==> config.mk <==
export PLATFORM = sky130hd
export DESIGN_NAME = apb_param_peripheral
export DESIGN_NICKNAME = d
export VERILOG_FILES = /design/src/rtl/apb_param_peripheral.sv
export SDC_FILE = /design/constraint.sdc
export NUM_CORES = 1
export LEC_CHECK = 0
export ABC_AREA = 0
export CAP_MARGIN = 20
export CORE_MARGIN = 1
export CORE_UTILIZATION = 55
export DETAILED_ROUTE_END_ITERATION = 7
export PLACE_DENSITY = 0.73
export SYNTH_ARGS = -nofsm -noshare
export SYNTH_HDL_FRONTEND = slang
export SYNTH_SLANG_ARGS = --single-unit
==> constraint.sdc <==
create_clock -name PCLK -period 1.73 [get_ports PCLK]
set_input_delay 0.2595 -clock PCLK [delete_from_list [all_inputs] [get_ports PCLK]]
set_output_delay 0.2595 -clock PCLK [all_outputs]
set_load 0.02 [all_outputs]
==> src/rtl/apb_param_peripheral.sv <==
// APB slave register bank with configurable width, depth, wait states and
// per-register read-only protection. Transfer attributes are latched at setup.
module apb_param_peripheral #(
  parameter int unsigned           DATA_WIDTH  = 32,
  parameter int unsigned           ADDR_WIDTH  = 32,
  parameter int unsigned           DEPTH       = 16,
  parameter int unsigned           WAIT_STATES = 0,
  parameter logic [DEPTH-1:0]      RO_MASK     = '0,
  parameter logic [DATA_WIDTH-1:0] RO_INIT     = '0
) (
  input  logic                    PCLK,
  input  logic                    PRESET,
  input  logic                    PSEL,
  input  logic                    PENABLE,
  input  logic                    PWRITE,
  input  logic [ADDR_WIDTH-1:0]   PADDR,
  input  logic [DATA_WIDTH-1:0]   PWDATA,
  input  logic [DATA_WIDTH/8-1:0] PSTRB,
  output logic [DATA_WIDTH-1:0]   PRDATA,
  output logic                    PREADY,
  output logic                    PERROR
);

  localparam int unsigned STRB_W = DATA_WIDTH / 8;
  localparam int unsigned IDX_W  = (DEPTH > 1) ? $clog2(DEPTH) : 1;
  localparam int unsigned WAIT_W = 4;

  typedef enum logic {S_IDLE, S_ACCESS} state_t;

  state_t                r_state;
  state_t                w_state_nxt;
  logic [IDX_W-1:0]      r_idx;
  logic                  r_write;
  logic [DATA_WIDTH-1:0] r_wdata;
  logic [STRB_W-1:0]     r_strb;
  logic                  r_err;
  logic [WAIT_W-1:0]     r_wait;
  logic                  r_ready;
  logic                  r_perror;
  logic [DATA_WIDTH-1:0] r_prdata;
  logic [DATA_WIDTH-1:0] r_mem [DEPTH];

  logic [IDX_W-1:0]      w_idx;
  logic                  w_addr_ok;
  logic                  w_err_new;
  logic                  w_err_cur;
  logic                  w_setup;
  logic                  w_complete;
  logic [WAIT_W-1:0]     w_wait_inc;
  logic [WAIT_W-1:0]     w_wait_nxt;
  logic                  w_ready_nxt;

  // Setup-time decode of the live bus address
  assign w_idx      = IDX_W'(PADDR);
  assign w_addr_ok  = (PADDR < ADDR_WIDTH'(DEPTH));
  assign w_err_new  = !w_addr_ok || (PWRITE && RO_MASK[w_idx]);
  assign w_err_cur  = w_setup ? w_err_new : r_err;
  assign w_wait_inc = r_wait + WAIT_W'(1);

  // Next-state and handshake decode
  always_comb begin
    w_state_nxt = r_state;
    w_setup     = 1'b0;
    w_complete  = 1'b0;
    w_wait_nxt  = r_wait;
    w_ready_nxt = r_ready;
    case (r_state)
      S_IDLE: begin
        if (PSEL && !PENABLE) begin
          w_setup     = 1'b1;
          w_state_nxt = S_ACCESS;
          w_wait_nxt  = '0;
          w_ready_nxt = (WAIT_STATES == 0);
        end
      end
      S_ACCESS: begin
        if (!PSEL) begin
          w_state_nxt = S_IDLE;
          w_ready_nxt = 1'b0;
        end else if (PENABLE && r_ready) begin
          w_complete  = 1'b1;
          w_state_nxt = S_IDLE;
          w_ready_nxt = 1'b0;
        end else if (!r_ready) begin
          w_wait_nxt  = w_wait_inc;
          w_ready_nxt = (w_wait_inc == WAIT_W'(WAIT_STATES));
        end
      end
      default: begin
        w_state_nxt = S_IDLE;
        w_ready_nxt = 1'b0;
      end
    endcase
  end

  always_ff @(posedge PCLK) begin
    if (PRESET) r_state <= S_IDLE;
    else        r_state <= w_state_nxt;
  end

  // Handshake, latched attributes and read data
  always_ff @(posedge PCLK) begin
    if (PRESET) begin
      r_idx    <= '0;
      r_write  <= 1'b0;
      r_wdata  <= '0;
      r_strb   <= '0;
      r_err    <= 1'b0;
      r_wait   <= '0;
      r_ready  <= 1'b0;
      r_perror <= 1'b0;
      r_prdata <= '0;
    end else begin
      r_wait   <= w_wait_nxt;
      r_ready  <= w_ready_nxt;
      r_perror <= w_ready_nxt && w_err_cur;
      if (w_setup) begin
        r_idx    <= w_idx;
        r_write  <= PWRITE;
        r_wdata  <= PWDATA;
        r_strb   <= PSTRB;
        r_err    <= w_err_new;
        r_prdata <= (w_addr_ok && !PWRITE) ? r_mem[w_idx] : '0;
      end
    end
  end

  // Register array; read-only entries are never written after reset
  always_ff @(posedge PCLK) begin
    if (PRESET) begin
      for (int i = 0; i < int'(DEPTH); i++) begin
        r_mem[i] <= RO_MASK[i] ? RO_INIT : '0;
      end
    end else if (w_complete && r_write && !r_err) begin
      for (int k = 0; k < int'(STRB_W); k++) begin
        if (r_strb[k]) r_mem[r_idx][8*k +: 8] <= r_wdata[8*k +: 8];
      end
    end
  end

  assign PRDATA = r_prdata;
  assign PREADY = r_ready;
  assign PERROR = r_perror;

endmodule
==> flow_summary.ini <==
[clocking]
clk_path_buf_depth = 3
htree_levels = 2
cts.sinks = 593
numCtsBuffers = 58
cts_tree = done
clk_latency_ns = 0.62
root_buffer = clkbuf_16
cts.clk_slew.worst_paths_ns = 0.06

[cells_and_area]
drive_gt1_frac = 0.1998
nNetsFinal = 2512
design_area_mm2 = 0.03299
syn_to_final_growth_pct = 22.40
fin_util = 0.6866
diodes = 0

[power_and_ir_drop]
p_clk_frac = 0.409
total_leakage_power_nw = 12.77
combinationalPowerShare = 0.074
swShare = 0.2209
p_int_mw = 24.34
power_frac_seq = 0.517
vdd_drop_max_v = 0.0007383
power_switching_mw = 6.902
power_density_mw_per_mm2 = 947.0

[global_route]
grt_pass1_vias = 18140
track_usage = 0.2794
grt_pass1_wl_um = 104700
grt.overflow.total = 0
antenna_found_initial = 0
grt_max_degree = 62

[drt]
via_per_inst = 5.842
postRouteAntennaNets = 0
wl_per_cell_um = 22.34
dr.pass1.iters = 5
dr_total_vias = 18123
wl_um = 69300
drc_errors = 0
drtIter0Drc = 1611

[critical_path]
crit_fanout = 32
cp_slowest_stage_delay_ns = 0.52
worstSetupStartpointType = flip-flop
crit_required_ns = 2.26
crit_arrival_ns = 2.38
crit_path_top_delay_cell = or4_4
endpoint_kind = flip-flop
critPathKind = flip-flop to flip-flop
crit_chain = nor3b_4 > nand4_1 > or4_4 > buf_12 > a211oi_1

[timing]
fin_crit_ns = 1.850
hold_viol = 0
max_clock_freq_mhz = 540.5
rsz0062_at_grt = true
setup_ws_ns = -0.1202
min_period_over_period = 1.070
final-max-slew-violation-count = 0
relSlewSlack = 0.4903
setup_viol = 89
tightestPinTransition_ns = 0.7635
fin_skew_ns = 0.01663

[floorplanning]
core_area_mm2 = 0.04805
start_util = 0.5610
dieArea_mm2 = 0.04989
num_rows = 80
die-height_um = 223.4
io_pins = 107
die_w_um = 223.4

[synthesis]
syn_inst = 2183
synth_edf_count = 512
synth_area_mm2 = 0.02695
yosysWarnings = 0
synth-seq-cells = 593
netlist-cell-type-count = 42
synthesis.nets = 2258
synthArstFlopShare = 0
synth_seq_area_share = 0.6306
avgSynthCellArea_um2 = 12.35
synth-main-ff-cell = edfxtp_1

[worst_hold_path]
min_path_type = primary input to flip-flop

[place]
io_buffers = 106
place_congestion = 0.8750
placed_area_mm2 = 0.03033
dp_hpwl_um = 45900
pre_cts_ws_ns = -0.8056

[run_status]
violations = negative setup slack
status = finished with violations

[flow_run]
drv_cap = 0
==> cells in the mapped netlist (all sizes together), types with 2 or more instances <==
library cell	instances	area, µm²
ha	2	25.02
a21oi	44	220.2
nor4	70	437.9
nor3b	32	245.2
nand3	6	30.03
and2	513	3209
mux2	2	22.52
o21ai	64	320.3
nand3b	3	22.52
and4b	5	50.05
nor2b	6	37.54
nand2	126	473.0
mux2i	250	2502
inv	2	7.510
and3b	2	17.52
buf	35	170.2
nand4	3	18.77
nand4b	2	17.52
o22ai	64	400.4
edfxtp	512	15370
or2	65	406.6
nand2b	5	31.28
a211oi	33	247.7
dfxtp	81	1622
nor2	138	518.0
clkbuf	104	390.4
==> power by group through the flow <==
stage	combinational (mW)	clock (mW)	sequential (mW)
after floorplan	1.18	0	16.4
after global placement	2.10	0	16.4
after detailed placement	2.14	0	16.5
after CTS	2.25	12.9	16.2
after global routing	2.45	13.4	16.2
final	2.31	12.8	16.2
==> cell type report <==
type	instances	area, µm²
fill	3394	15060
inverter	2	7.507
tap	615	769.5
multi-input combinational	1449	9981
clock inverter	26	242.7
sequential	593	17010
timing repair buffer	333	3279
clock buffer	84	1702
==> repair_timing <==
item                                    in CTS  in global routing
resized for setup                           90                 98
endpoints found under the hold margin        2                  0
endpoints found under the setup margin     512                651
cloned                                       5                  0
hold buffers                                 1                  0
pin swaps                                   21                 32
setup buffers                                5                  2
==> critical path: cells and delay by family, from the launching register on <==
family,cells,cell delay (ns)
buffers and inverters,1,0.20
DFF,1,0.37
and+or+nand+nor,3,0.90
AOI/OAI and AO/OA,1,0.24
==> stage by stage <==
step	std cells	hold slack (ns)	setup TNS, ns	power [mW]
6_report	3102	0.09041	-4.279	31.24
5_1_grt	3102	0.09102	-21.19	32.05
4_1_cts	3100	0.06438	-1.572	31.27
3_5_place_dp	2979	0.4464	-557.83	18.60
3_3_place_gp	2979	0.4339	-506.08	18.53
2_1_floorplan	2183	0.3955	-6.551	17.55
==> cell usage in the layout (no fill, tap or decap), types with 4 or more instances in the layout <==
cell             synthesis  layout
edfxtp_1               512     512
and2_1                 513     502
mux2i_1                250     250
buf_4                    0     180
nand2_1                126     120
nor2_1                 138      99
dfxtp_1                 81      75
clkdlybuf4s50_1          0      68
o21ai_0                 64      64
o22ai_1                 64      64
clkbuf_16                0      62
nor4_1                  70      57
or2_4                    0      50
a21oi_1                 44      44
dlygate4sd2_1            0      34
nor3b_1                 31      31
buf_12                   0      30
nor2_2                   0      21
a211oi_2                 0      19
nor2_4                   0      18
or2_2                   65      15
clkbuf_1               104      14
clkinv_2                 0      14
a211oi_1                33      13
nor4_2                   0      13
buf_6                    0      12
and2_4                   0      11
buf_16                   0       7
nand2_2                  0       6
clkbuf_8                 0       6
nand3_1                  6       5
and4b_1                  5       4
bufinv_16                0       4
dfxtp_2                  0       4
==> worst paths after layout <==
kind,startpoint,end,slack [ns],cells after the start
hold / removal,PADDR[1],r_idx[1],0.09,4
hold reg to reg,r_wdata[24],r_wdata[24],0.45,2
setup / recovery,r_state,PRDATA[21],-0.12,5
setup reg to reg,r_state,PRDATA[21],-0.12,5
==> state kept, by name (all words and copies together) (netlist names) <==
| register | count |
|---|---|
| r_mem | 512 |
| r_state | 1 |
| r_idx | 4 |
| r_err | 1 |
| r_wdata | 32 |
| r_wait | 4 |
| PRDATA | 32 |
| PREADY | 1 |
| r_strb | 4 |
| r_write | 1 |
| PERROR | 1 |
==> metal layers <==
metal  GRT usage  part of all wire
met3     0.04175             0.072
met2      0.4708              0.49
met4     0.07888             0.027
met5           0                 0
met1      0.3779              0.41
==> cells by family after synthesis <==
group / Yosys count / share of synthesized area
AND/OR/NAND/NOR: 982 / 0.2064
flip-flops: 593 / 0.6306
multiplexers: 253 / 0.09452
AO/OA/AOI/OAI: 209 / 0.04540
buffers and inverters: 141 / 0.02108
adder cells (fa/ha/maj): 3 / 0.001300
XOR/XNOR: 2 / 0.0006500
No activity file was read; power rests on OpenSTA's default activity.
